### config.mk
export PLATFORM = sky130hd
export DESIGN_NAME = ccu_cmd_sequencer
export DESIGN_NICKNAME = d
export VERILOG_FILES = /design/src/rtl/ccu_cmd_sequencer_pkg.sv /design/src/rtl/ccu_cmd_fifo.sv /design/src/rtl/ccu_cmd_sequencer.sv
export SDC_FILE = /design/constraint.sdc
export NUM_CORES = 1
export LEC_CHECK = 0
export CAP_MARGIN = 20
export CORE_AREA = 4 4 95 97
export CTS_CLUSTER_DIAMETER = 120
export CTS_CLUSTER_SIZE = 30
export DETAILED_ROUTE_END_ITERATION = 10
export DIE_AREA = 0 0 99 101
export GPL_ROUTABILITY_DRIVEN = 0
export HOLD_SLACK_MARGIN = 0.15
export SKIP_LAST_GASP = 1
export SYNTH_ARGS = -nofsm -noshare
export SYNTH_HDL_FRONTEND = slang
export SYNTH_SLANG_ARGS = --single-unit
### constraint.sdc
create_clock -name clk -period 3.1 [get_ports clk]
set_clock_uncertainty 0.2 [all_clocks]
set_input_delay 0.93 -clock clk [delete_from_list [all_inputs] [get_ports clk]]
set_output_delay 0.93 -clock clk [all_outputs]
set_load 0.02 [all_outputs]
### src/rtl/ccu_cmd_sequencer_pkg.sv
// Shared definitions for the CCU command sequencer: widths, the idle command,
// a few CCU opcodes and the sequencer state encoding.
package ccu_cmd_sequencer_pkg;

  localparam int CCU_CMD_W = 8;
  localparam int CCU_CNT_W = 4;
  localparam int CCU_DEPTH = 4;

  localparam logic [CCU_CMD_W-1:0] CCU_NOP_CMD = 8'd0;

  // Opcodes the CCU decodes onto its K bus; the sequencer passes them through untouched.
  localparam logic [CCU_CMD_W-1:0] CCU_OP_LOAD  = 8'd2;
  localparam logic [CCU_CMD_W-1:0] CCU_OP_STORE = 8'd4;
  localparam logic [CCU_CMD_W-1:0] CCU_OP_ADD   = 8'd6;
  localparam logic [CCU_CMD_W-1:0] CCU_OP_SHIFT = 8'd8;

  typedef enum logic {
    ST_IDLE  = 1'b0,
    ST_ISSUE = 1'b1
  } seq_state_e;

endpackage

### src/rtl/ccu_cmd_fifo.sv
// Synchronous FIFO of packed {cmd, rep} entries with an occupancy counter.
// Pointers wrap naturally because DEPTH is a power of two.
module ccu_cmd_fifo #(
  parameter int WIDTH = 12,
  parameter int DEPTH = 4
) (
  input  logic                         clk,
  input  logic                         rst,
  input  logic                         flush,
  input  logic                         push,
  input  logic                         pop,
  input  logic [WIDTH-1:0]             wr_data,
  output logic [WIDTH-1:0]             rd_data,
  output logic                         full,
  output logic                         empty,
  output logic [$clog2(DEPTH+1)-1:0]   level
);

  localparam int PTR_W = (DEPTH > 1) ? $clog2(DEPTH) : 1;
  localparam int LVL_W = $clog2(DEPTH+1);

  logic [WIDTH-1:0] mem_q [DEPTH];
  logic [WIDTH-1:0] mem_d [DEPTH];
  logic [PTR_W-1:0] wr_ptr_q, wr_ptr_d;
  logic [PTR_W-1:0] rd_ptr_q, rd_ptr_d;
  logic [LVL_W-1:0] level_q, level_d;
  logic             do_push;
  logic             do_pop;

  assign full    = (level_q == LVL_W'(DEPTH));
  assign empty   = (level_q == '0);
  assign level   = level_q;
  assign rd_data = mem_q[rd_ptr_q];

  // Guard against over/underflow here so callers can stay simple.
  assign do_push = push && !full && !flush;
  assign do_pop  = pop && !empty && !flush;

  always_comb begin
    mem_d    = mem_q;
    wr_ptr_d = wr_ptr_q;
    rd_ptr_d = rd_ptr_q;
    level_d  = level_q;
    if (flush) begin
      wr_ptr_d = '0;
      rd_ptr_d = '0;
      level_d  = '0;
    end else begin
      if (do_push) begin
        mem_d[wr_ptr_q] = wr_data;
        wr_ptr_d        = wr_ptr_q + PTR_W'(1);
      end
      if (do_pop) begin
        rd_ptr_d = rd_ptr_q + PTR_W'(1);
      end
      case ({do_push, do_pop})
        2'b10:   level_d = level_q + LVL_W'(1);
        2'b01:   level_d = level_q - LVL_W'(1);
        default: level_d = level_q;
      endcase
    end
  end

  always_ff @(posedge clk or posedge rst) begin
    if (rst) begin
      for (int i = 0; i < DEPTH; i++) begin
        mem_q[i] <= '0;
      end
      wr_ptr_q <= '0;
      rd_ptr_q <= '0;
      level_q  <= '0;
    end else begin
      mem_q    <= mem_d;
      wr_ptr_q <= wr_ptr_d;
      rd_ptr_q <= rd_ptr_d;
      level_q  <= level_d;
    end
  end

endmodule

### src/rtl/ccu_cmd_sequencer.sv
// Feeds queued {cmd, rep} entries to the CCU, holding each command for rep+1
// clocks and falling back to NOP_CMD whenever nothing is queued.
module ccu_cmd_sequencer
  import ccu_cmd_sequencer_pkg::*;
#(
  parameter int               CMD_W   = CCU_CMD_W,
  parameter int               CNT_W   = CCU_CNT_W,
  parameter int               DEPTH   = CCU_DEPTH,
  parameter logic [CMD_W-1:0] NOP_CMD = CMD_W'(CCU_NOP_CMD)
) (
  input  logic                         clk,
  input  logic                         rst,
  // Handshake: an entry transfers on any rising edge where in_valid && in_ready;
  // while in_ready is low the source keeps in_valid, in_cmd and in_rep stable.
  input  logic                         in_valid,
  output logic                         in_ready,
  input  logic [CMD_W-1:0]             in_cmd,
  input  logic [CNT_W-1:0]             in_rep,
  input  logic                         flush,
  output logic [CMD_W-1:0]             cmd,
  output logic                         cmd_valid,
  output logic                         done,
  output logic                         busy,
  output logic [$clog2(DEPTH+1)-1:0]   level,
  output logic                         state_dbg
);

  localparam int ENT_W = CMD_W + CNT_W;

  seq_state_e       state_q, state_d;
  logic [CNT_W-1:0] cnt_q, cnt_d;
  logic [CMD_W-1:0] cmd_q, cmd_d;
  logic             cmd_valid_q, cmd_valid_d;

  logic             push;
  logic             pop;
  logic             fifo_full;
  logic             fifo_empty;
  logic [ENT_W-1:0] head;
  logic [CMD_W-1:0] head_cmd;
  logic [CNT_W-1:0] head_rep;
  logic             last_hold;

  assign push                 = in_valid && in_ready;
  assign {head_cmd, head_rep} = head;
  assign last_hold            = (state_q == ST_ISSUE) && (cnt_q == '0);

  ccu_cmd_fifo #(
    .WIDTH (ENT_W),
    .DEPTH (DEPTH)
  ) u_fifo (
    .clk     (clk),
    .rst     (rst),
    .flush   (flush),
    .push    (push),
    .pop     (pop),
    .wr_data ({in_cmd, in_rep}),
    .rd_data (head),
    .full    (fifo_full),
    .empty   (fifo_empty),
    .level   (level)
  );

  always_ff @(posedge clk or posedge rst) begin
    if (rst) begin
      state_q     <= ST_IDLE;
      cnt_q       <= '0;
      cmd_q       <= NOP_CMD;
      cmd_valid_q <= 1'b0;
    end else begin
      state_q     <= state_d;
      cnt_q       <= cnt_d;
      cmd_q       <= cmd_d;
      cmd_valid_q <= cmd_valid_d;
    end
  end

  // Loading from the head on the last hold cycle gives back-to-back issue with no NOP gap.
  always_comb begin
    state_d     = state_q;
    cnt_d       = cnt_q;
    cmd_d       = cmd_q;
    cmd_valid_d = cmd_valid_q;
    pop         = 1'b0;
    if (flush) begin
      state_d     = ST_IDLE;
      cnt_d       = '0;
      cmd_d       = NOP_CMD;
      cmd_valid_d = 1'b0;
    end else begin
      case (state_q)
        ST_IDLE: begin
          if (!fifo_empty) begin
            pop         = 1'b1;
            state_d     = ST_ISSUE;
            cmd_d       = head_cmd;
            cnt_d       = head_rep;
            cmd_valid_d = 1'b1;
          end
        end
        ST_ISSUE: begin
          if (!last_hold) begin
            cnt_d = cnt_q - CNT_W'(1);
          end else if (!fifo_empty) begin
            pop         = 1'b1;
            cmd_d       = head_cmd;
            cnt_d       = head_rep;
            cmd_valid_d = 1'b1;
          end else begin
            state_d     = ST_IDLE;
            cmd_d       = NOP_CMD;
            cmd_valid_d = 1'b0;
          end
        end
        default: begin
          state_d     = ST_IDLE;
          cnt_d       = '0;
          cmd_d       = NOP_CMD;
          cmd_valid_d = 1'b0;
        end
      endcase
    end
  end

  always_comb begin
    in_ready  = !fifo_full && !flush;
    done      = last_hold && !flush;
    busy      = (state_q == ST_ISSUE) || !fifo_empty;
    cmd       = cmd_q;
    cmd_valid = cmd_valid_q;
    state_dbg = state_q;
  end

endmodule
# Word-level counts from Yosys, hierarchy flattened
# Index checks and enable logic that the tools add are counted.
# classes
add_sub_neg	5
magnitude_cmp	3
eq_ne	5
muxes	32
bitwise_logic	4
n_reduce_logical	20
# op_table
cell	count
bitwise mux 48 bit	1
2-to-1 mux 12 bit	3
2-to-1 mux 8 bit	4
binary-select mux 12 bit (select 2 bit)	1
demux 12 bit (select 2 bit)	1
one-hot mux 8 bit (2 select lines)	1
2-to-1 mux 4 bit	3
logical AND 1 bit	9
2-to-1 mux 1 bit	8
2-to-1 mux 2 bit	4
one-hot mux 4 bit (2 select lines)	1
>= comparator 3 bit (second input constant)	2
NOT 2 -> 3 bit	2
one-hot mux 1 bit (2 select lines)	3
one-hot mux 3 bit (2 select lines)	1
adder 2 x 1 -> 2 bit (second input constant)	2
zero test 4 bit	1
AND reduction 2 bit	2
nonzero test 2 bit	2
subtractor 4 x 1 -> 4 bit (second input constant)	1
adder 3 x 1 -> 3 bit (second input constant)	1
equality test 3 bit (second input constant)	1
zero test 1 bit	3
zero test 3 bit	1
10 further kinds	11
# word_totals
ff_bits	69
input_bits	16
elab_cells	80

# Depth between registers and ports, before layout
# Gate-level depths: netlist (run 1).
# depth
depth_word	10
ltp_mapped	10
mapped_depth_nobuf	10

# Hierarchy
# From an unflattened synthesis (run 1), not the netlist that was laid out.
# hier_totals
hier_cells	238
area_unflattened_um2	3323.2
# modules_own_cells
module	n_inst	cells_each	area_per_inst_um2	seq_area_each_um2
ccu_cmd_fifo	1	178	2617.5	1376.3
ccu_cmd_sequencer	1	60	705.7	350.3

# Least setup slack after synthesis (run 1)
# No wires, ideal clock.
# synth_timing
path_kind	input -> output
startpoint	in flush
endpoint	out done
arrival_ns	1.764
t_required_ns	1.970
setup_slack_ns	0.206
path_stages	3
path_cell_list	clkbuf_8 -> clkbuf_1 -> nor3_1
# synth_between
elab_chain_len	2
# synth_rtl
element	line	text
start, declared	ccu_cmd_sequencer.sv:19	input logic flush,
zero test 1 bit	ccu_cmd_sequencer.sv:127	done = last_hold && !flush;
logical AND 1 bit	ccu_cmd_sequencer.sv:127	
end, declared	ccu_cmd_sequencer.sv:22	output logic done,
# Every way passes these cells.

# Final worst setup path (run 1)
# layout_timing
startpoint	in flush
endpoint	out in_ready
# layout_between
elab_chain_len	2
# layout_rtl
element	line	text
zero test 1 bit	ccu_cmd_sequencer.sv:126	in_ready = !fifo_full && !flush;
logical AND 1 bit	ccu_cmd_sequencer.sv:126	
end, declared	ccu_cmd_sequencer.sv:16	output logic in_ready,
# Every way passes these cells.

==> impl_metrics.tcl, run 1 <==
set metrics [dict create \
    netlist_instances 239 \
    tightest_slew_ps 703 \
    postRouteAntennaNets 0 \
    grt_max_degree 41 \
    dieWidth_um 99 \
    drive_above_1_share 0.341 \
    hold_path_depth 1 \
    vias 2117 \
    wirelength_mm 6.71 \
    dpl_cell_area_um2 3790 \
    grt_pass1_wl_mm 11.2 \
    h-tree-depth 3 \
    min_from "u_fifo.mem_q[12]" \
    clk_pin_slew_ps 70 \
    numCtsBuffers 9 \
    cts_sinks 69 \
    crit_chain "clkdlybuf4s50_1 > a21oi_1 > dlygate4sd2_1" \
    finalCriticalPeriod_ps 2980 \
    grt_pass1_vias 2139 \
    maxCapViolCount 0 \
    syn_to_final_growth_pct 23.9 \
    endpoint_kind "output pin" \
    final_area_um2 4010 \
    nNetsFinal 311 \
    reg2reg_to "u_fifo.level[1]" \
    cts_hold_buf 0 \
    wire_per_inst_um 16.8 \
    yosys_warnings 0 \
    synthFlopType "dfrtp_1" \
    setup_viol 0 \
    final_cell_mix "69 x dfrtp_1, 49 x mux2_2, 29 x clkdlybuf4s50_1, 15 x nor2_1" \
    crit_path_max_fanout 3 \
    cts_setup_buffers 0 \
    yosysUniqueCellTypes 40 \
    final.setup.tns_ps 0 \
    root_buffer "clkbuf_8" \
    start_kind "input port" \
    synth_edf_count 0 \
    drc 0 \
    rows 33 \
    arrival_ps 1850 \
    synth_seq_area_share 0.534 \
    grt-ovfl-total 0 \
    clock_latency_ps 340 \
    crit_buf_inv 2 \
    cts_tree "yes" \
    grt_setup_unrepaired "false" \
    hold_viol 0 \
    ys_ff_latch 69 \
    crit_type "input port to output pin" \
    n_antenna_cell 0 \
    crit_family "buffers and inverters" \
    core_region_area_um2 8130 \
    dp_hpwl_mm 4.46 \
    cts_resized 2 \
    final_common_cell "dfrtp_1" \
    r2r.worst_path.cells 6 \
    syn_area_per_cell_um2 13.5 \
    start_util 0.398 \
    max_slew_margin 0.531 \
    vias_per_cell 5.32 \
    leakage_nw 1.75 \
    io_buffers 31 \
    r2r_slack_ps 540 \
    drtPass1Iterations 4 \
    reg2reg_from "u_fifo.level[0]" \
    grtUsageTotal 0.146 \
    clk_path_buf_depth 2 \
    slowest_delay_ps 460 \
    cp_slowest_cell "clkdlybuf4s50_1" \
    status "finished clean" \
    dieHeight_um 101 \
    finalCritPeriodShare 0.963 \
    io_pins 32 \
    required_ps 1970 \
    hold_path.class "register to register" \
    dieArea_um2 10000 \
    slew_violations 0 \
    synth.net_count 262 \
    whs_ps 303 \
    antenna_found_initial 0 \
    power_density_nw_per_um2 1040 \
    max_freq_ghz 0.335 \
    hold_end "u_fifo.mem_q[12]" \
    drt_first_iter_violations 103 \
    async_flop_share 1.00 \
    vdd_drop_max_mv 0.523 \
    mappedNetlistArea_um2 3240 \
    post-route-util 0.493 \
]
[registers in the layout, indices dropped and copies added, names as in the netlist]
signal           cells
cmd_valid            1
state_dbg            1
u_fifo.mem_q        48
u_fifo.wr_ptr_q      2
u_fifo.rd_ptr_q      2
cnt_q                4
cmd                  8
u_fifo.level         3
[stage by stage]
| stage | cells | power, W | worst slack, ps |
|---|---|---|---|
| floorplan | 239 | 0.00272 | 206 |
| global placement | 382 | 0.00333 | -255 |
| detailed placement | 382 | 0.00339 | -262 |
| CTS | 398 | 0.00422 | -47.9 |
| global route | 398 | 0.00444 | 5.33 |
| finish | 398 | 0.00416 | 116 |
[Yosys cell counts (all sizes together) (2+ instances only)]
library cell	count	area, um2
a21oi	7	35.0
a22oi	8	60.1
a31oi	3	18.8
buf	7	46.3
clkbuf	4	25.0
dfrtp	69	1730
ha	6	75.1
inv	7	26.3
mux2	49	552
mux2i	3	30.0
mux4	12	270
nand2	14	52.6
nand3	3	15.0
nor2	15	56.3
nor3	3	15.0
o21ai	5	25.0
o221ai	2	17.5
or3b	2	17.5
xnor2	3	26.3
[metal layers]
layer,up-vias,global-route usage,wire length (um)
met5,-,0,0
met4,0,0.0725,146
met3,12,0.0242,227
met2,42,0.228,3220
met1,1080,0.196,3110
li1,983,-,-
[worst max path at each step]
stage | to | from | slack (ps) | cells past startpoint
finish | in_ready | flush | 120 | 3
global route | done | cnt_q[1] | 5 | 5
CTS | done | cnt_q[1] | -50 | 5
detailed placement | done | flush | -260 | 3
global placement | done | flush | -250 | 3
floorplan | done | flush | 210 | 3
[area by class of cell]
cell class / count / area [um2]
fill: 703 / 4130
sequential: 69 / 1730
multi-input combinational: 151 / 1410
timing repair buffer: 49 / 489
clock buffer: 10 / 138
tap: 105 / 131
clock inverter: 6 / 86.3
inverter: 8 / 30.0
[cells by family after synthesis]
group                      Yosys count  share of synthesized area
AOI/OAI and AO/OA                   31                     0.0634
DFF                                 69                      0.534
adders and majority gates            7                     0.0294
buffers and inverters               19                     0.0313
and+or+nand+nor                     45                     0.0681
muxes                               64                      0.263
xor gates and xnor gates             4                     0.0108
[power breakdown]
part           switching [W]  internal, W
sequential          0.000287      0.00132
clock               0.000347     0.000473
combinational       0.000777     0.000964
total                0.00141      0.00275
(Power assumes the default switching activity.)
==> inputs of run 2 (changes only) <==
--- a/config.mk
+++ b/config.mk
@@ -5,12 +5,13 @@
 export SDC_FILE = /design/constraint.sdc
 export NUM_CORES = 1
 export LEC_CHECK = 0
+export ABC_AREA = 1
 export CAP_MARGIN = 20
-export CORE_AREA = 4 4 95 97
+export CORE_AREA = 4 4 98 100
 export CTS_CLUSTER_DIAMETER = 120
 export CTS_CLUSTER_SIZE = 30
 export DETAILED_ROUTE_END_ITERATION = 10
-export DIE_AREA = 0 0 99 101
+export DIE_AREA = 0 0 102 104
 export GPL_ROUTABILITY_DRIVEN = 0
 export HOLD_SLACK_MARGIN = 0.15
 export SKIP_LAST_GASP = 1
==> impl_metrics.tcl, run 2 <==
set metrics [dict create \
    io_pins 32 \
    io_buffers 31 \
    status "finished clean" \
    hold_path.class "register to register" \
    reg2reg_to "u_fifo.mem_q[12]" \
    postRouteAntennaNets 0 \
    final_common_cell "nand2_1" \
    whs_ps 274 \
    fill_cells 907 \
    drt_first_iter_violations 146 \
    dpl_cell_area_um2 3870 \
    synth_top_area_cell "dfrtp_1" \
    grt-ovfl-total 0 \
    maxCapViolCount 0 \
    grt_max_degree 37 \
    cts_tree "yes" \
    root_buffer "clkbuf_8" \
    yosys_warnings 0 \
    min_from "cmd[7]" \
    arrival_ps 1790 \
    start_util 0.396 \
    largest_reg_flops 48 \
    grt_pass1_vias 2778 \
    grt_pass1_wl_mm 13.9 \
    vdd_drop_max_mv 0.332 \
    cts_sinks 69 \
    synth_commonest_cells "141 x nand2_1, 75 x o21ai_0, 69 x dfrtp_1" \
    slowest_delay_ps 540 \
    dp_hpwl_mm 5.27 \
    numCtsBuffers 9 \
    syn_area_per_cell_um2 8.16 \
    r2r.worst_path.cells 6 \
    n_antenna_cell 0 \
    vias_per_cell 4.95 \
    start_kind "register" \
    drc 0 \
    wirelength_mm 7.94 \
    timing.critical_path.mode_cell "nand2_2" \
    clock_latency_ps 350 \
    crit_path_max_fanout 4 \
    endpoint_kind "output pin" \
    max_slew_margin 0.391 \
    synthFlopType "dfrtp_1" \
    final_area_um2 4040 \
    max_freq_ghz 0.343 \
    yosysMostFrequentCell "nand2_1" \
    leakage_nw 1.96 \
    endpoint "busy" \
    critPathLaunch "u_fifo.level[0]" \
    ys_ff_latch 69 \
    ys_top_cells_by_area "dfrtp_1 50%, nand2_1 15%, o21ai_0 11%" \
    grtUsageTotal 0.166 \
    synth_edf_count 0 \
    r2r_slack_ps 940 \
    clk_pin_slew_ps 70 \
    wire_per_inst_um 14.0 \
    async_flop_share 1.00 \
    required_ps 1970 \
    finalCriticalPeriod_ps 2920 \
    reg2reg_from "u_fifo.wr_ptr_q[0]" \
    netlist_instances 421 \
    core_region_area_um2 8680 \
    drive_above_1_share 0.0980 \
    crit_type "register to output pin" \
    dieWidth_um 102 \
    cp_slowest_cell "clkdlybuf4s50_1" \
    slew_violations 0 \
    dieArea_um2 10600 \
    clk_path_buf_depth 2 \
    cts_hold_buf 0 \
    setup_viol 0 \
    synth.net_count 444 \
    top_register "u_fifo.mem_q" \
    h-tree-depth 3 \
    crit_chain "nor2_4 > nand2_2 > inv_2 > nand2_2 > clkdlybuf4s50_1" \
    grt_setup_unrepaired "false" \
    syn_to_final_growth_pct 17.6 \
    final_cell_mix "141 x nand2_1, 75 x o21ai_0, 69 x dfrtp_1, 32 x inv_1, 28 x clkdlybuf4s50_1" \
    drtPass1Iterations 4 \
    power_density_nw_per_um2 947 \
    dieHeight_um 104 \
    mappedNetlistArea_um2 3440 \
    synth_top_area_share 0.502 \
    hold_viol 0 \
    finalCritPeriodShare 0.941 \
    vias 2808 \
    rows 34 \
    nNetsFinal 479 \
    yosysUniqueCellTypes 30 \
    synth_seq_area_share 0.502 \
    antenna_found_initial 0 \
    tightest_slew_ps 910 \
]
run 2: cell count changes after synthesis, moves of 4 or more:
| cell | previous run | this run |
|---|---|---|
| mux2_2 | 49 | 0 |
| a22oi_1 | 8 | 0 |
| o21ai_0 | 5 | 75 |
| nand2_1 | 14 | 141 |
| inv_2 | 0 | 4 |
| a21oi_1 | 7 | 14 |
| buf_4 | 2 | 6 |
| mux4_2 | 12 | 0 |
| buf_6 | 1 | 6 |
| o21ai_1 | 0 | 8 |
| inv_1 | 7 | 33 |
| nand3_1 | 3 | 14 |
run 2: final cells by class:
type                    count  area (um2)  share of cell area
flip-flops and latches     69        1730               0.427
multi-input cells         294        1420               0.350
repair buffers             43         434               0.107
well taps                 108         135              0.0334
inverters                  39         150              0.0371
clock inverters             2        35.0             0.00867
clock buffers              12         145              0.0359
run 2: through the flow:
step | setup TNS [ps] | utilization | instances | worst slack, ps | power (W)
finish | 0 | 0.466 | 567 | 184 | 0.00383
global route | 0 | 0.466 | 567 | 79.6 | 0.00421
CTS | -26.0 | 0.466 | 567 | -26.0 | 0.00387
detailed placement | -546 | 0.446 | 553 | -305 | 0.00315
global placement | -534 | 0.446 | 553 | -304 | 0.00312
floorplan | 0 | - | 421 | 230 | 0.00264
run 2: logic make-up after synthesis:
family          count (synthesis)  share of synthesized area
simple gates                  181                      0.221
xor+xnor                        1                    0.00255
flops                          69                      0.502
compound gates                105                      0.161
fa+ha+maj                       7                     0.0277
buf+inv                        58                     0.0855
run 2: worst min-delay path by stage:
stage | to | cells past startpoint
finish | cmd[7] | 2
global route | cmd[4] | 2
CTS | cmd[4] | 2
detailed placement | cmd[4] | 2
global placement | u_fifo.mem_q[23] | 2
floorplan | u_fifo.mem_q[23] | 2
run 2: worst max-delay path, delay by kind of cell, from the launching register on:
kind | cells | cell delay, ps
buffers and inverters | 2 | 640
and+or+nand+nor | 3 | 350
DFF | 1 | 450
run 2: per-layer routing:
layer  share of wire  vias up  track usage
met5               0        -            0
met4           0.017        0       0.0562
met3           0.040       10       0.0342
met2            0.46       52        0.248
met1            0.48     1329        0.240
li1                -     1417            -
run 2: what timing repair did:
action | CTS | global route
endpoints found under the hold margin | 0 | 0
pin swaps | 0 | 0
setup buffers | 0 | 0
setup endpoints to repair | 2 | 2
gates resized for setup | 2 | 4
run 2: where the power goes:
group / internal, W / leakage [nW] / switching [W]
Sequential: 0.00131 / 0.880 / 0.000238
Clock: 0.000384 / 0.0923 / 0.000321
Combinational: 0.000609 / 0.988 / 0.000972
